## config.mk

```make
export PLATFORM = sky130hd
export DESIGN_NAME = fir_decim_out
export DESIGN_NICKNAME = d
export VERILOG_FILES = /design/src/rtl/fir_pkg.sv /design/src/rtl/sync_fifo.sv /design/src/rtl/fir_decim_out.sv
export SDC_FILE = /design/constraint.sdc
export NUM_CORES = 1
export LEC_CHECK = 0
export CAP_MARGIN = 0
export CORE_UTILIZATION = 46
export CTS_BUF_LIST = sky130_fd_sc_hd__clkbuf_8
export CTS_CLUSTER_DIAMETER = 100
export DETAILED_ROUTE_END_ITERATION = 7
export DONT_BUFFER_PORTS = 1
export PLACE_DENSITY = 0.7
export REMOVE_ABC_BUFFERS = 1
export SETUP_SLACK_MARGIN = 0.02
export SLEW_MARGIN = 15
export SYNTH_ARGS = -nofsm -noshare
export SYNTH_HDL_FRONTEND = slang
export SYNTH_SLANG_ARGS = --single-unit
```

## constraint.sdc

```tcl
create_clock -name clk -period 1.9 [get_ports clk]
set_input_delay 0.38 -clock clk [delete_from_list [all_inputs] [get_ports clk]]
set_output_delay 0.38 -clock clk [all_outputs]
set_load 0.05 [all_outputs]
```

## src/rtl/fir_pkg.sv

```systemverilog
`default_nettype none
// ============================================================================
// fir_pkg: helpers shared by fir_filter and fir_decim_out
// Revision: 1.0
// ============================================================================
package fir_pkg;

  localparam int SAT_W = 64;

  typedef struct packed {
    logic                    sat;
    logic signed [SAT_W-1:0] value;
  } sat_res_t;

  function automatic int width_y(input int width_x, input int width_b, input int n);
    return width_x + width_b + n + 1;
  endfunction

  // Round half up by 2**shift, then clip to a signed width_out range.
  function automatic sat_res_t sat_round(input logic signed [SAT_W-1:0] value,
                                         input int shift, input int width_out);
    logic signed [SAT_W-1:0] half;
    logic signed [SAT_W-1:0] r;
    logic signed [SAT_W-1:0] hi;
    logic signed [SAT_W-1:0] lo;
    sat_res_t res;
    half = 64'sd1 <<< (shift - 1);
    r    = (value + half) >>> shift;
    hi   = (64'sd1 <<< (width_out - 1)) - 64'sd1;
    lo   = -(64'sd1 <<< (width_out - 1));
    res.sat = (r > hi) || (r < lo);
    if (r > hi) begin
      res.value = hi;
    end else if (r < lo) begin
      res.value = lo;
    end else begin
      res.value = r;
    end
    return res;
  endfunction

endpackage
`default_nettype wire

```

## src/rtl/sync_fifo.sv

```systemverilog
`default_nettype none
// ============================================================================
// sync_fifo: registered FIFO, pop-and-push allowed while full
// Revision: 1.0
// ============================================================================
module sync_fifo #(
  parameter int WIDTH = 8,
  parameter int DEPTH = 4
) (
  input  logic             clk,
  input  logic             rstn,
  input  logic             push_i,
  input  logic [WIDTH-1:0] data_i,
  input  logic             pop_i,
  output logic             full_o,
  output logic             empty_o,
  output logic [WIDTH-1:0] head_o
);
  localparam int AW = $clog2(DEPTH);

  logic [AW:0]      wptr_q, wptr_d;
  logic [AW:0]      rptr_q, rptr_d;
  logic [WIDTH-1:0] mem_q [DEPTH];
  logic             wr_en;
  logic             rd_en;

  // Extra pointer MSB tells full from empty when the index bits match.
  assign full_o  = (wptr_q[AW] != rptr_q[AW]) && (wptr_q[AW-1:0] == rptr_q[AW-1:0]);
  assign empty_o = (wptr_q == rptr_q);
  assign rd_en   = pop_i && !empty_o;
  assign wr_en   = push_i && (!full_o || rd_en);
  assign head_o  = mem_q[rptr_q[AW-1:0]];

  always_comb begin
    wptr_d = wr_en ? wptr_q + 1'b1 : wptr_q;
    rptr_d = rd_en ? rptr_q + 1'b1 : rptr_q;
  end

  always_ff @(posedge clk) begin
    if (!rstn) begin
      wptr_q <= '0;
      rptr_q <= '0;
    end else begin
      wptr_q <= wptr_d;
      rptr_q <= rptr_d;
    end
  end

  always_ff @(posedge clk) begin
    if (wr_en) begin
      mem_q[wptr_q[AW-1:0]] <= data_i;
    end
  end

endmodule
`default_nettype wire

```

## src/rtl/fir_decim_out.sv

```systemverilog
`default_nettype none
// ============================================================================
// fir_decim_out: decimate, requantize and buffer the fir_filter output stream
// Revision: 1.0
// ============================================================================
module fir_decim_out
  import fir_pkg::*;
#(
  parameter int WIDTH_IN  = width_y(4, 4, 3),
  parameter int WIDTH_OUT = 8,
  parameter int SHIFT     = 2,
  parameter int DECIM     = 2,
  parameter int PHASE     = 0,
  parameter int DEPTH     = 4
) (
  input  logic                        clk,
  input  logic                        rstn,
  input  logic                        y_valid,
  input  logic signed [WIDTH_IN-1:0]  y,
  output logic signed [WIDTH_OUT-1:0] m_data,
  output logic                        m_valid,
  input  logic                        m_ready,
  input  logic                        clear,
  output logic                        overflow,
  output logic                        saturated
);
  localparam int CNT_W = (DECIM > 1) ? $clog2(DECIM) : 1;

  logic [CNT_W-1:0]            cnt_q, cnt_d;
  logic                        stg_vld_q, stg_vld_d;
  logic signed [WIDTH_OUT-1:0] stg_data_q, stg_data_d;
  logic                        ovf_q, ovf_d;
  logic                        sat_q, sat_d;
  logic                        keep;
  logic                        pop;
  logic                        full;
  logic                        empty;
  logic signed [WIDTH_OUT-1:0] head;
  sat_res_t                    rq;
  logic                        rq_unused;

  always_comb begin
    rq         = sat_round(SAT_W'(y), SHIFT, WIDTH_OUT);
    rq_unused  = ^rq.value[SAT_W-1:WIDTH_OUT];
    keep       = y_valid && (cnt_q == CNT_W'(PHASE));
    cnt_d      = cnt_q;
    if (y_valid) begin
      cnt_d = (cnt_q == CNT_W'(DECIM - 1)) ? '0 : cnt_q + 1'b1;
    end
    stg_vld_d  = keep;
    stg_data_d = keep ? rq.value[WIDTH_OUT-1:0] : stg_data_q;
    pop        = m_valid && m_ready;
    // A set event in the same cycle as clear leaves the flag set.
    sat_d      = (sat_q && !clear) || (keep && rq.sat);
    ovf_d      = (ovf_q && !clear) || (stg_vld_q && full && !pop);
  end

  always_ff @(posedge clk) begin
    if (!rstn) begin
      cnt_q      <= '0;
      stg_vld_q  <= 1'b0;
      stg_data_q <= '0;
      ovf_q      <= 1'b0;
      sat_q      <= 1'b0;
    end else begin
      cnt_q      <= cnt_d;
      stg_vld_q  <= stg_vld_d;
      stg_data_q <= stg_data_d;
      ovf_q      <= ovf_d;
      sat_q      <= sat_d;
    end
  end

  sync_fifo #(
    .WIDTH (WIDTH_OUT),
    .DEPTH (DEPTH)
  ) u_fifo (
    .clk     (clk),
    .rstn    (rstn),
    .push_i  (stg_vld_q),
    .data_i  (stg_data_q),
    .pop_i   (pop),
    .full_o  (full),
    .empty_o (empty),
    .head_o  (head)
  );

  assign m_valid   = !empty;
  assign m_data    = m_valid ? head : '0;
  assign overflow  = ovf_q;
  assign saturated = sat_q;

endmodule
`default_nettype wire
```

==> summary.txt, run 1 <==
Vias in the first global route: 1,445
Drt first pass iters: 4
Initial DRC Count: 77
Worst skew pair latency: 300 ps
CP endpoint kind: output port
WP data required: 1520 ps
Finished Layout Cells: 257
Top cell type's share of synthesized area: 0.415
Worst slew pin tran: 513 ps
Multi-input gate area: 931 sq um
Finish-stage setup viols: 1
H-tree lvl count: 2
Core area: 4790 sq um
Cell variety after synth: 39
Post-synthesis register bit count: 52
Crit share post-route: 1.00
Failing checks: setup timing
Register area: 1360 sq um
Critical path launch point type: register
P&R area growth vs syn: 12.4%
Final antenna-violating net count: 0
Post-layout min period: 1900 ps
Die width: 72.9 um
Prevailing post-synth register cell: edfxtp_1
Post-DP HPWL: 2980 um
Max-Cap Viols: 0
Synth area leader: edfxtp_1
Initial Util: 0.484
Peak supply drop: 0.349 mV
Number of I/O port buffers: 0
Final nets: 212
Pre-CTS WS: 33.7 ps
Worst relative slew slack: 0.657
Fillcell total: 394
Clock Skew: 5.81 ps
Syn_area_per_cell: 13.1 sq um
Grt total ovfl: 0
CTS tree: yes
Depth of the worst register-to-register path: 4
Sequential Power Share: 0.532
Layout cell share with drive strength beyond 1: 0.247
First-pass GRT wire length: 6710 um
Via density: 5.36
Row cnt: 25
Height of the die: 72.9 um
Hold depth: 1
P_sw: 0.713 mW
Worst hold path type: input port to register
EDFF count, synth: 32
Antenna violations before repair: 0
Antenna diode count: 0
Setup Crit Path Kind: register to output port
Lkg Pwr: 0.940 nW
Placed Cells: 248
Asr flop ratio synth: 0
Arrival time at the worst endpoint: 1520 ps
Synth Cell Area: 2310 sq um
Register area share after synthesis: 0.588
PnR worst setup slack: -0.767 ps
Area of the die: 5320 sq um
Fin Setup TNS: -0.767 ps
Largest net degree at the start of global routing: 20
Power per cell area: 943 nW/um^2
CTS Sinks: 52
Max FO, Critical Path: 8
CTS Root Cell: clkbuf_8
Area contributors post-synth: edfxtp_1 42%, dfxtp_1 17%, mux4_2 7.8%
Cells after Synth: 177
Max-slew violation count: 0
GRT Overall Usage: 0.172
Status: finished with violations
Worst-path clk slew: 100 ps
TritonCTS buffer count: 5
Io pins: 28
DRC viols: 0
Routability cong.: 0.728
Bufs on Longest Clock Path: 2
Per-cell routed wire length: 15.5 um
Yosys Warn Count: 0
Comb pwr share: 0.211
Final Hold Vio Count: 0
Vias: 1,378
DRT Wirelength: 3980 um
RSZ-0062 raised after global routing: yes
Clock power share: 0.257
Fmax: 526 MHz
Sw Ratio: 0.291
# hold bufs at CTS: 0
Power Internal: 1.74 mW
layer usage:
metal,part of all wire,GRT usage,vias up
met4,0.0085,0.0588,0
met1,0.42,0.209,674
li1,-,-,670
met2,0.53,0.298,32
met3,0.037,0.0442,2
met5,0,0,-
stage by stage:
stage | total power [mW] | util | area [sq um] | hold slack, ps
finish | 2.45 | 0.544 | 2600 | 196
global route | 2.56 | 0.544 | 2600 | 191
CTS | 2.47 | 0.542 | 2590 | 187
detailed placement | 1.79 | 0.513 | 2460 | 484
global placement | 1.78 | 0.513 | 2460 | 471
floorplan | 1.68 | - | 2290 | 455
cells by family (layout without fill, tap and decap cells):
| logic type | after synthesis | after routing | share of synthesized area |
|---|---|---|---|
| AND/OR/NAND/NOR | 59 | 59 | 0.145 |
| flip-flops | 52 | 52 | 0.588 |
| AO/OA/AOI/OAI | 20 | 20 | 0.0676 |
| buffers and inverters | 16 | 29 | 0.0270 |
| XOR/XNOR | 14 | 14 | 0.0530 |
| multiplexers | 10 | 10 | 0.0865 |
| adder cells (fa/ha/maj) | 6 | 6 | 0.0324 |
cell type report:
cell class	count	share of cell area
flip-flops and latches	52	0.524
well taps	67	0.0322
inverters	11	0.0159
multi-input cells	109	0.358
repair buffers	10	0.0337
clock inverters	3	0.0101
clock buffers	5	0.0264
cell usage in the layout (no fill, tap or decap), drive strengths merged, types with 7 or more instances in the layout:
master   n
inv     13
dfxtp   20
and2    12
xnor2    7
buf     10
mux4     8
nor2     7
xor2     7
edfxtp  32
nand3   10
nand2   12
Yosys cell counts (2+ instances only):
library cell  count
mux4_2            8
dfxtp_1          20
mux2i_1           2
nand2_1          12
o21ai_0           4
nand3b_1          2
and2b_1           2
xor2_1            7
and2_1           12
nor2b_1           3
xnor2_1           7
clkbuf_1          3
a21oi_1           3
nor2_1            6
nand2b_1          3
o311ai_0          3
inv_1            11
nand3_1           9
a21boi_0          3
edfxtp_1         32
ha_1              6
buf_2             2
state kept, by name, summed over array words and instances, names as in the netlist, named ones only:
| name | cells |
|---|---|
| u_fifo.mem_q | 32 |
| stg_data_q | 8 |
| u_fifo.rptr_q | 3 |
| u_fifo.wptr_q | 3 |
| cnt_q | 1 |
| overflow | 1 |
| saturated | 1 |
| stg_vld_q | 1 |
power groups by stage:
stage	Combinational, mW	Sequential, mW	Clock (mW)
global route	0.554	1.31	0.697
detailed placement	0.466	1.33	0
global placement	0.455	1.32	0
finish	0.517	1.30	0.632
floorplan	0.352	1.33	0
CTS	0.519	1.30	0.651
critical path: stages (launching register included):
cell and delay (ps):
dfxtp_2 350, buf_12 130, mux4_2 500, and2_4 230
worst paths after layout:
kind,from,end,slack [ps]
worst max-delay path,register,m_data[2],-0.8
worst min-delay path,rstn,u_fifo.wptr_q[2],200
worst max register to register,u_fifo.rptr_q[0],u_fifo.mem_q[3][6],340
worst min register to register,cnt_q,cnt_q,510
repair_timing:
action                                  CTS  global route
endpoints found under the setup margin    9             9
buffers inserted                          1             0
pin swaps                                 1             0
gates resized for setup                  20             1
Note: power is estimated with default switching activity, not from simulation.
==> run 2, diff against run 1 <==
--- a/config.mk
+++ b/config.mk
@@ -6,12 +6,12 @@
 export NUM_CORES = 1
 export LEC_CHECK = 0
 export CAP_MARGIN = 0
-export CORE_UTILIZATION = 46
+export CORE_UTILIZATION = 45
 export CTS_BUF_LIST = sky130_fd_sc_hd__clkbuf_8
 export CTS_CLUSTER_DIAMETER = 100
 export DETAILED_ROUTE_END_ITERATION = 7
 export DONT_BUFFER_PORTS = 1
-export PLACE_DENSITY = 0.7
+export PLACE_DENSITY = 0.69
 export REMOVE_ABC_BUFFERS = 1
 export SETUP_SLACK_MARGIN = 0.02
 export SLEW_MARGIN = 15
==> summary.txt, run 2 (synthesized netlist as in run 1, its figures left out) <==
Row cnt: 25 (unchanged)
Vias: 1,409 (was 1,378)
Via density: 5.34 (was 5.36)
Failing checks: setup timing (unchanged)
Vias in the first global route: 1,466 (was 1,445)
Initial Util: 0.477 (was 0.484)
RSZ-0062 raised after global routing: yes (unchanged)
Routed length on met1: 1800 um (was 1680 um)
Pre-CTS WS: 116 ps (was 33.7 ps)
Io pins: 28 (unchanged)
First-pass GRT wire length: 6920 um (was 6710 um)
Worst hold path type: input port to register (unchanged)
Grt total ovfl: 0 (unchanged)
CP max-delay cell: mux4_2 (unchanged)
H-tree lvl count: 2 (unchanged)
Met2 wire len: 2070 um (was 2120 um)
Max FO, Critical Path: 8 (unchanged)
Initial DRC Count: 66 (was 77)
WP data required: 1520 ps (about the same)
CTS Sinks: 52 (unchanged)
Slowest cell delay on critical path: 510 ps (was 500 ps)
TritonCTS buffer count: 5 (unchanged)
Final antenna-violating net count: 0 (unchanged)
Crit share post-route: 1.00 (about the same)
GRT Overall Usage: 0.176 (was 0.172)
Finished Layout Cells: 264 (was 257)
CP endpoint kind: output port (unchanged)
Finish-stage setup viols: 1 (unchanged)
Max-slew violation count: 0 (unchanged)
Number of I/O port buffers: 0 (unchanged)
# hold bufs at CTS: 0 (unchanged)
Placed Cells: 248 (unchanged)
Largest net degree at the start of global routing: 20 (unchanged)
Peak supply drop: 0.341 mV (was 0.349 mV)
Power per cell area: 966 nW/um^2 (was 943 nW/um^2)
Core area: 4850 sq um (was 4790 sq um)
Met3 wire length: 156 um (was 146 um)
Setup Crit Path Kind: register to output port (unchanged)
Height of the die: 73.7 um (was 72.9 um)
CTS tree: yes (unchanged)
Commonest non-fill, non-tap cell in the layout: edfxtp_1 (unchanged)
Lkg Pwr: 0.991 nW (was 0.940 nW)
Critical path launch point type: register (unchanged)
Antenna diode count: 0 (unchanged)
P&R area growth vs syn: 17.2% (was 12.4%)
Cell-by-cell trace of the critical path: buf_12 -> mux4_2 -> and2_4 (unchanged)
Clock Skew: 5.88 ps (was 5.81 ps)
Fin util: 0.560 (was 0.544)
Final Hold Vio Count: 0 (unchanged)
Worst skew pair latency: 300 ps (about the same)
Worst slew pin tran: 520 ps (was 513 ps)
Bufs on Longest Clock Path: 2 (unchanged)
Layout cell share with drive strength beyond 1: 0.299 (was 0.247)
CTS Root Cell: clkbuf_8 (unchanged)
Drt first pass iters: 4 (unchanged)
DR top layer: met4 (unchanged)
Commonest non-fill, non-tap cells in the layout: 32 x edfxtp_1, 15 x buf_4, 14 x dfxtp_1, 12 x nand2_1, 11 x inv_1 (was 32 x edfxtp_1, 18 x dfxtp_1, 12 x nand2_1, 11 x inv_1, 9 x buf_4)
PnR worst setup slack: -2.50 ps (was -0.767 ps)
Die width: 73.7 um (was 72.9 um)
Final nets: 219 (was 212)
Area of the die: 5430 sq um (was 5320 sq um)
Fmax: 526 MHz (about the same)
Max-Cap Viols: 0 (unchanged)
Per-cell routed wire length: 15.5 um (about the same)
Worst relative slew slack: 0.653 (was 0.657)
DRC viols: 0 (unchanged)
Routability cong.: 0.775 (was 0.728)
Worst-path clk slew: 90 ps (was 100 ps)
Arrival time at the worst endpoint: 1520 ps (about the same)
Status: finished with violations (unchanged)
DRT Wirelength: 4100 um (was 3980 um)
Post-DP HPWL: 2900 um (was 2980 um)
Antenna violations before repair: 0 (unchanged)
Post-layout min period: 1900 ps (about the same)
Max reg flops: 32 (unchanged)
Fillcell total: 384 (was 394)
[run 2: cell types whose count changed in the layout (fill, tap and decap cells not counted), sizes merged]
cell / change
buf: +6
bufinv: +1
clkinv: +1
inv: -2
nand3: +1
[run 2: report_power, final]
group          leakage [nW]  internal, mW  switching, mW  total, mW
sequential            0.459          1.26         0.0566       1.31
combinational         0.473         0.247          0.319      0.566
clock                0.0583         0.396          0.346      0.743
[run 2: what timing repair did]
item | 4_1_cts | 5_1_grt
buffers inserted | 6 | 1
pin swaps | 6 | 3
gates cloned | 1 | 0
gates resized for setup | 24 | 5
endpoints found under the setup margin | 9 | 9
[run 2: worst paths after layout]
path | slack, ps | depth (start not counted) | endpoint | startpoint
min | 200 | 1 | register | rstn
min reg2reg | 500 | 2 | cnt_q | cnt_q
max reg2reg | 130 | 6 | u_fifo.mem_q[3][7] | u_fifo.rptr_q[1]
max | -2 | 3 | m_data[6] | register
[run 2: area by class of cell]
type                    instances  area (sq um)  share of cell area
flip-flops and latches         52          1370               0.504
multi-input cells             110           971               0.358
repair buffers                 16           133              0.0489
well taps                      67          83.8              0.0309
clock buffers                   5          68.8              0.0254
clock inverters                 3          47.5              0.0175
inverters                      11          41.3              0.0152
[run 2: metrics by stage]
step / power (mW) / setup TNS [ps] / instance area, sq um / hold WS (ps)
floorplan: 1.68 / -1020 / 2290 / 455
global placement: 1.78 / 0 / 2460 / 470
detailed placement: 1.79 / 0 / 2460 / 487
CTS: 2.64 / -35.8 / 2690 / 192
global route: 2.71 / -194 / 2710 / 182
finish: 2.62 / -2.50 / 2710 / 200
[run 2: metal layers]
metal,vias up,global-route usage
met4,0,0.0705
li1,682,-
met2,36,0.300
met3,8,0.0439
met1,683,0.212
met5,-,0
[run 2: critical path, delay by kind of cell, from the launching register on]
| kind | cells | cell delay (ps) |
|---|---|---|
| buffers and inverters | 1 | 130 |
| AND/OR/NAND/NOR | 1 | 230 |
| flip-flops | 1 | 350 |
| multiplexers | 1 | 510 |
==> run 3, diff against run 2 <==
--- a/config.mk
+++ b/config.mk
@@ -6,6 +6,7 @@
 export NUM_CORES = 1
 export LEC_CHECK = 0
 export CAP_MARGIN = 0
+export CORE_ASPECT_RATIO = 1.4
 export CORE_UTILIZATION = 45
 export CTS_BUF_LIST = sky130_fd_sc_hd__clkbuf_8
 export CTS_CLUSTER_DIAMETER = 100
==> summary.txt, run 3 (synthesized netlist as in run 1, its figures left out) <==
Commonest non-fill, non-tap cell in the layout: edfxtp_1 (unchanged)
Antenna violations before repair: 0 (unchanged)
Reg-to-reg startpoint: u_fifo.wptr_q[1] (was u_fifo.rptr_q[1])
Arrival time at the worst endpoint: 1520 ps (about the same)
Design Power: 2.54 mW (was 2.62 mW)
Initial Util: 0.474 (was 0.477)
DRC viols: 0 (unchanged)
CP endpoint kind: output port (unchanged)
DRT Wirelength: 3870 um (was 4100 um)
Hold_sp: rstn (unchanged)
Layout cell share with drive strength beyond 1: 0.237 (was 0.299)
Height of the die: 86.9 um (was 73.7 um)
Per-cell routed wire length: 15.3 um (was 15.5 um)
Crit share post-route: 1.00 (about the same)
Antenna diode count: 0 (unchanged)
Drt first pass iters: 4 (unchanged)
Critical path launch point type: register (unchanged)
Worst slew pin tran: 513 ps (was 520 ps)
Setup Crit Path Kind: register to output port (unchanged)
Fin Setup TNS: -4.44 ps (was -2.50 ps)
Power per cell area: 973 nW/um^2 (was 966 nW/um^2)
Commonest non-fill, non-tap cells in the layout: 32 x edfxtp_1, 19 x dfxtp_1, 12 x inv_1, 12 x nand2_1, 9 x buf_4 (was 32 x edfxtp_1, 15 x buf_4, 14 x dfxtp_1, 12 x nand2_1, 11 x inv_1)
Worst-path clk slew: 90 ps (about the same)
Lkg Pwr: 0.949 nW (was 0.991 nW)
GRT Overall Usage: 0.165 (was 0.176)
Vias in the first global route: 1,518 (was 1,466)
Worst hold path type: input port to register (unchanged)
Worst relative slew slack: 0.658 (was 0.653)
Hold Crit Endpoint: u_fifo.wptr_q[2]
Initial DRC Count: 39 (was 66)
Die width: 62.6 um (was 73.7 um)
Number of I/O port buffers: 0 (unchanged)
CTS Sinks: 52 (unchanged)
WP data required: 1520 ps (about the same)
Status: finished with violations (unchanged)
Io pins: 28 (unchanged)
Failing checks: setup timing (unchanged)
First-pass GRT wire length: 6800 um (was 6920 um)
Routability cong.: 0.726 (was 0.775)
Fmax: 525 MHz (was 526 MHz)
Final nets: 212 (was 219)
Vias: 1,363 (was 1,409)
Worst R2R End: u_fifo.mem_q[3][1] (was u_fifo.mem_q[3][7])
Finish-stage setup viols: 1 (unchanged)
Max-Cap Viols: 0 (unchanged)
Core area: 4880 sq um (was 4850 sq um)
Post-DP HPWL: 2870 um (was 2900 um)
Max reg flops: 32 (unchanged)
Reg2reg setup slack: 300 ps (was 130 ps)
Max FO, Critical Path: 8 (unchanged)
Grt total ovfl: 0 (unchanged)
P&R area growth vs syn: 12.8% (was 17.2%)
RSZ-0062 raised after global routing: yes (unchanged)
PnR worst setup slack: -4.44 ps (was -2.50 ps)
CTS tree: yes (unchanged)
TritonCTS buffer count: 5 (unchanged)
Hold depth: 1 (unchanged)
Final antenna-violating net count: 0 (unchanged)
Bufs on Longest Clock Path: 2 (unchanged)
Area of the die: 5440 sq um (was 5430 sq um)
Largest net degree at the start of global routing: 20 (unchanged)
Post-layout min period: 1900 ps (about the same)
Via density: 5.37 (was 5.34)
H-tree lvl count: 2 (unchanged)
Depth of the worst register-to-register path: 4 (was 6)
Clock Skew: 3.15 ps (was 5.88 ps)
CTS Root Cell: clkbuf_8 (unchanged)
Row cnt: 30 (was 25)
Max-slew violation count: 0 (unchanged)
Peak supply drop: 0.438 mV (was 0.341 mV)
Worst skew pair latency: 300 ps (about the same)
Final Hold Vio Count: 0 (unchanged)
## run 3: changes by cell type in the layout (fill, tap and decap cells not counted), moves of 2 or more
| cell | previous run | this run |
|---|---|---|
| buf_4 | 15 | 9 |
| clkinv_4 | 2 | 0 |
| dfxtp_1 | 14 | 19 |
| dfxtp_2 | 6 | 1 |
| xnor2_4 | 2 | 0 |
## run 3: repair_timing
action	in CTS	in global routing
pin swaps	1	1
endpoints found under the setup margin	9	9
cloned	0	0
buffers inserted	1	0
hold buffers	0	0
resized for setup	19	1
## run 3: area by class of cell
class | instances | area (sq um)
fillers | 424 | 2270
flip-flops and latches | 52 | 1360
multi-input cells | 109 | 931
repair buffers | 10 | 87.6
well taps | 64 | 80.1
clock buffers | 5 | 68.8
inverters | 11 | 41.3
clock inverters | 3 | 38.8
## run 3: where the power goes
| group | leakage [nW] | total [mW] | switching (mW) | internal, mW |
|---|---|---|---|---|
| sequential | 0.457 | 1.30 | 0.0505 | 1.25 |
| combinational | 0.433 | 0.518 | 0.302 | 0.215 |
| clock | 0.0593 | 0.719 | 0.333 | 0.385 |
## run 3: per-layer routing
layer,up-vias,GRT usage,part of all wire
li1,665,-,-
met1,654,0.162,0.38
met2,38,0.316,0.55
met3,6,0.0537,0.052
met4,0,0.0655,0.013
met5,-,0,0
## run 3: worst max-delay path, stage by stage, from the launching register on
cell,delay [ps]
dfxtp_2,350
buf_12,130
mux4_2,510
and2_4,230
## run 3: how the worst max path moves through the flow
stage	start	to	depth (start not counted)
after floorplan	u_fifo.wptr_q[0]	m_data[0]	3
after global placement	y[1]	stg_data_q[0]	6
after detailed placement	y[1]	stg_data_q[5]	6
after CTS	register	m_data[5]	3
after global routing	register	m_data[5]	3
final	register	m_data[5]	3
## run 3: per-stage QoR
stage                     cell area [sq um]   util  hold WS (ps)  instances  worst slack (ps)
after floorplan                        2290      -           455        172              -128
after global placement                 2450  0.503           470        245               153
after detailed placement               2450  0.503           492        245               103
after CTS                              2600  0.533           186        254             -25.6
after global routing                   2610  0.535           177        254             -68.7
final                                  2610  0.535           200        254             -4.44
